<file path="src/rtl/bwt_stream_ctrl.sv">
// bwt_stream_ctrl: receives a sentinel-terminated string, has it suffix-sorted externally,
// and streams back the BWT last column with its primary index.
module bwt_stream_ctrl #(
   parameter int STRING_LEN = 32,
   parameter int ELEM_W = 8,
   parameter int BUS_W = 64,
   parameter logic [ELEM_W-1:0] SENTINEL = 8'h24
) (
   input  logic                             clk,
   input  logic                             rst_n,
   input  logic                             in_valid,
   output logic                             in_ready,
   input  logic [BUS_W-1:0]                 in_data,
   input  logic                             in_last,
   output logic                             sort_start,
   output logic [STRING_LEN*ELEM_W-1:0]     sort_string,
   input  logic                             sa_valid,
   input  logic [$clog2(STRING_LEN)-1:0]    sa_idx,
   output logic                             sa_ready,
   input  logic                             sort_done,
   output logic                             out_valid,
   input  logic                             out_ready,
   output logic [BUS_W-1:0]                 out_data,
   output logic                             out_last,
   output logic [$clog2(STRING_LEN)-1:0]    primary_idx,
   output logic                             busy,
   output logic [2:0]                       err
);
   localparam int EPB = BUS_W / ELEM_W;
   localparam int BEATS = STRING_LEN * ELEM_W / BUS_W;
   localparam int IDX_W = $clog2(STRING_LEN);
   localparam int BCW = $clog2(BEATS + 1);
   localparam int SW = STRING_LEN * ELEM_W;

   typedef enum logic [2:0] {IDLE, LOAD, DROP, CHECK, START, COLLECT, SEND} state_t;
   state_t state, nxt;
   logic [BCW-1:0] bcnt, obeat;
   logic [IDX_W:0] rcnt;
   logic done_q, in_fire, sa_fire, out_fire, beat_end, cnt_full, bad_str;
   logic [ELEM_W-1:0] sa_elem;
   logic [ELEM_W-1:0] bwt [STRING_LEN];

   assign in_fire = in_valid & in_ready;
   assign sa_fire = sa_valid & sa_ready;
   assign out_fire = out_valid & out_ready;
   assign beat_end = state == IDLE ? BEATS == 1 : 32'(bcnt) == BEATS - 1;
   assign cnt_full = 32'(rcnt) == STRING_LEN;
   assign sort_start = state == START;
   assign sa_ready = state == COLLECT && !cnt_full;
   assign out_valid = state == SEND;
   assign out_last = out_valid && 32'(obeat) == BEATS - 1;
   assign busy = state != IDLE;
   // rank r takes the element preceding its suffix, wrapping to the sentinel slot
   assign sa_elem = ELEM_W'(sort_string >> (ELEM_W * (sa_idx == '0 ? STRING_LEN - 1 : 32'(sa_idx) - 1)));

   always_comb begin
      bad_str = sort_string[SW-1 -: ELEM_W] != SENTINEL;
      for (int i = 0; i < STRING_LEN - 1; i++)
         bad_str = bad_str | (sort_string[i*ELEM_W +: ELEM_W] == SENTINEL);
   end

   always_comb begin
      out_data = '0;
      for (int i = 0; i < EPB; i++)
         out_data[i*ELEM_W +: ELEM_W] = out_valid ? bwt[IDX_W'(32'(obeat) * EPB + i)] : '0;
   end

   always_comb begin
      nxt = state;
      case (state)
         IDLE, LOAD: if (in_fire) nxt = in_last ? (beat_end ? CHECK : IDLE) : (beat_end ? DROP : LOAD);
         DROP:       if (in_fire && in_last) nxt = IDLE;
         CHECK:      nxt = bad_str ? IDLE : START;
         START:      nxt = COLLECT;
         COLLECT:    if ((cnt_full || (sa_fire && 32'(rcnt) == STRING_LEN - 1)) && (done_q || sort_done)) nxt = SEND;
         SEND:       if (out_fire && out_last) nxt = IDLE;
         default:    nxt = IDLE;
      endcase
   end

   // in_ready is registered so it reads 0 while reset is held
   always_ff @(posedge clk or negedge rst_n) begin
      if (!rst_n) begin
         state <= IDLE;
         in_ready <= 1'b0;
         sort_string <= '0;
         bcnt <= '0;
         obeat <= '0;
         rcnt <= '0;
         done_q <= 1'b0;
         primary_idx <= '0;
         err <= '0;
      end else begin
         state <= nxt;
         in_ready <= nxt == IDLE || nxt == LOAD || nxt == DROP;
         if (in_fire && state != DROP) begin
            for (int k = 0; k < BEATS; k++)
               if ((state == IDLE ? 0 : 32'(bcnt)) == k) sort_string[k*BUS_W +: BUS_W] <= in_data;
            bcnt <= state == IDLE ? BCW'(1) : bcnt + 1'b1;
            err <= state == IDLE ? {2'b00, in_last != beat_end} : {err[2:1], err[0] | (in_last != beat_end)};
         end
         if (state == CHECK) begin
            err[1] <= err[1] | bad_str;
            done_q <= 1'b0;
            rcnt <= '0;
            obeat <= '0;
         end
         if ((state == START || state == COLLECT) && sort_done) done_q <= 1'b1;
         if (sa_fire) begin
            rcnt <= rcnt + 1'b1;
            if (sa_idx == '0) primary_idx <= rcnt[IDX_W-1:0];
            if (32'(sa_idx) >= STRING_LEN) err[2] <= 1'b1;
         end
         if (out_fire) obeat <= obeat + 1'b1;
      end
   end

   always_ff @(posedge clk)
      if (sa_fire) bwt[rcnt[IDX_W-1:0]] <= 32'(sa_idx) >= STRING_LEN ? SENTINEL : sa_elem;
endmodule

</file>
<file path="config.mk">
export PLATFORM = sky130hd
export DESIGN_NAME = bwt_stream_ctrl
export DESIGN_NICKNAME = d
export VERILOG_FILES = /design/src/rtl/bwt_stream_ctrl.sv
export SDC_FILE = /design/constraint.sdc
export NUM_CORES = 1
export LEC_CHECK = 0
export ABC_CLOCK_PERIOD_IN_PS = 6400
export BUFFER_PORTS_ARGS = -buffer_cell sky130_fd_sc_hd__buf_2
export CORE_AREA = 2 2 150 298
export CTS_CLUSTER_SIZE = 16
export DETAILED_ROUTE_END_ITERATION = 12
export DIE_AREA = 0 0 152 300
export PLACE_DENSITY = 0.78
export SYNTH_ARGS = -nofsm -noshare
export SYNTH_HDL_FRONTEND = slang
export SYNTH_SLANG_ARGS = --single-unit
</file>
<file path="constraint.sdc">
create_clock -name clk -period 6.4 [get_ports clk]
set_clock_uncertainty 0.2 [all_clocks]
set_input_delay 1.28 -clock clk [delete_from_list [all_inputs] [get_ports clk]]
set_output_delay 1.28 -clock clk [all_outputs]
set_load 0.01 [all_outputs]
</file>
==> reports/qor.yml <==
finalHoldViolations: 0
dp_hpwl_um: 66920
grt.overflow.total: 0
grt_max_degree: 155
r2r_end: "bwt[17][2]$_DFFE_PP_"
wire_per_inst_um: 34.13
drt_iter0_drc: 1679
routed_via_density: 6.640
h-tree-depth: 2
yosys_warnings: 0
violations: "max-capacitance violations"
pwr-share-clk: 0.369
grt_setup_unrepaired: "no"
comb_power_share: 0.099
cp-start-kind: "input port"
dieArea_sq_mm: 0.04560
cts_buffer_depth: 3
ys_types: 72
synth_top_area_share: 0.3214
status: "finished, violations left"
worstMarginPinSlew_ns: 1.490
drv_cap: 1
synth_edf_count: 256
rrSetupSlack_ns: 2.95
cp_slowest_stage_delay_ns: 1.18
drive_gt1_frac: 0.4221
hold_class: "flip-flop to flip-flop"
firstDrtPassIters: 6
seqPwrFrac: 0.533
cts.sinks: 536
cts-resized-gates: 0
final.min_clock_period_ns: 4.813
syn_nets: 1734
synth.yosys.seq_area_share: 0.6143
grt_pass1_vias: 17740
slew-limit-headroom: 0.0007516
powerDensity_mw_per_mm2: 262.0
min_from: "obeat[2]$_DFFE_PN0P_"
routed-via-count: 17400
die_x_um: 152
core-area_sq_mm: 0.04338
num_rows: 108
drc: 0
whs_ns: 0.3130
fin_nets: 2116
wirelength_um: 89410
swShare: 0.2530
yosys.area.top_type: "edfxtp_1"
synth_common_cells: "dfrtp_1, mux2_2, edfxtp_1, nand2_1, and3_1"
max_freq_ghz: 0.2078
path_clk_slew_ns: 0.07
end_kind: "flip-flop"
antenna_found_initial: 2
min_delay_path_depth: 2
crit_chain: "buf_2 -> inv_1 -> ha_1 -> or4b_4 -> and3_1 -> a211oi_1 -> a311oi_1 -> nor3_1 -> nor4_2 -> buf_4"
p_int_uw: 5480
ys_ff_latch: 536
p_leak_uw: 0.01261
place_inst: 2535
critPathMaxFanout: 32
cp.required_ns: 6.46
cts_buffers: 44
ys_top_cells_by_area: "edfxtp_1, dfrtp_1, mux2_2"
max-vdd-ir-drop_v: 0.0001984
synthCells: 1649
io_buffers: 408
p_switching_uw: 1856
area_growth_pct: 17.07
synth.most_common_cell: "dfrtp_1"
gp_congestion: 1.092
async_flop_share: 0.5224
finalMaxSlewViolations: 0
netlist_area_sq_mm: 0.02392
r2r_cells: 5
post-route-period-util: 0.7521
worstReg2RegStart: "state[2]$_DFF_PN0_"
syn_avg_cell_area_sq_um: 14.51
cts_root_buf: "clkbuf_16"
cts_tree: "done"
ys.flop_type: "dfrtp_1"
worstSetupPathType: "input port to flip-flop"
floorplan.initialDensity: 0.5515
setup_viol: 0
cp.arrival_ns: 4.87
fin_setup_tns_ns: 0
cts_hold_repair.buffers: 0
boundaryPins: 410
cts_setup_buffers: 0
cpMaxStageDelayCell: "a211oi_1"
stdcell_count: 2620
hold_path_end: "obeat[2]$_DFFE_PN0P_"
dieHeight_um: 300
grt_pass1_wl_um: 127700
grt_usage: 0.3896
drtAntennaViolNets: 0
clk_latency_ns: 0.59
## cell type report
type,instances,area [sq um]
flip-flops and latches,536,14700
repair buffers,444,2335
multi-input cells,988,8778
diodes,4,10.01
inverters,17,63.81
fillers,3243,15370
clock buffers,60,1211
clock inverters,21,215.2
well taps,550,688.2
## metal layers
| layer | share of wire | GRT usage | vias to the layer above |
|---|---|---|---|
| li1 | - | - | 7162 |
| met1 | 0.32 | 0.4223 | 8836 |
| met2 | 0.51 | 0.6719 | 1115 |
| met3 | 0.079 | 0.07538 | 281 |
| met4 | 0.093 | 0.2984 | 2 |
| met5 | 0.00010 | 0 | - |
## sequential cells by signal (all words and copies together), names as in the netlist
register	cells
bcnt	3
bwt	256
in_ready	1
obeat	3
sort_string	256
done_q	1
err	2
rcnt	6
primary_idx	5
state	3
## worst max-delay path by stage
stage	startpoint	to	depth (start not counted)
global route	sa_idx[0]	bwt[30][6]$_DFFE_PP_	12
floorplan	sa_idx[0]	bwt[0][3]$_DFFE_PP_	12
CTS	sa_idx[0]	bwt[0][5]$_DFFE_PP_	9
finish	sa_idx[0]	bwt[31][6]$_DFFE_PP_	10
global placement	sa_idx[0]	bwt[23][5]$_DFFE_PP_	9
detailed placement	sa_idx[0]	bwt[15][5]$_DFFE_PP_	9
## cell usage in the layout (no fill, tap or decap), types with 38 or more instances in the layout
cell type    n
mux4_2      68
o21ai_0     38
buf_2      407
nor4b_1     59
mux2_2     267
and3_1      81
dfrtp_1    278
nor2_1      61
clkbuf_16   44
edfxtp_1   256
nand2_1    126
## logic make-up (layout without fill, tap and decap cells)
group	Yosys count	after routing	synth area share
buf+inv	125	542	0.02385
simple gates	424	424	0.09745
flops	536	536	0.6143
mux	361	361	0.2013
other cells	1	5	0.0001568
fa+ha+maj	9	9	0.004708
compound gates	187	187	0.05607
xor+xnor	6	6	0.002197
## through the flow
stage	power [uW]	area, sq um	util	setup WS (ns)
2_1_floorplan	4297	23930	-	0.04588
4_1_cts	7339	27990	0.6454	1.700
3_3_place_gp	4663	26570	0.6125	1.222
6_report	7336	28000	0.6456	1.587
3_5_place_dp	4682	26570	0.6125	1.136
5_1_grt	7530	27990	0.6454	1.534
## critical path: cells and delay by family
family / cells / cell delay (ns)
simple gates: 4 / 1.41
compound gates: 2 / 1.28
buf+inv: 3 / 0.46
fa+ha+maj: 1 / 0.39
## power groups by stage
stage / Combinational [uW] / Clock (uW) / Sequential [uW]
after CTS: 714 / 2720 / 3900
after global routing: 767 / 2850 / 3910
after detailed placement: 710 / 0 / 3970
after global placement: 697 / 0 / 3970
after floorplan: 367 / 0 / 3930
final: 724 / 2700 / 3910
No activity file was read; power rests on OpenSTA's default activity.
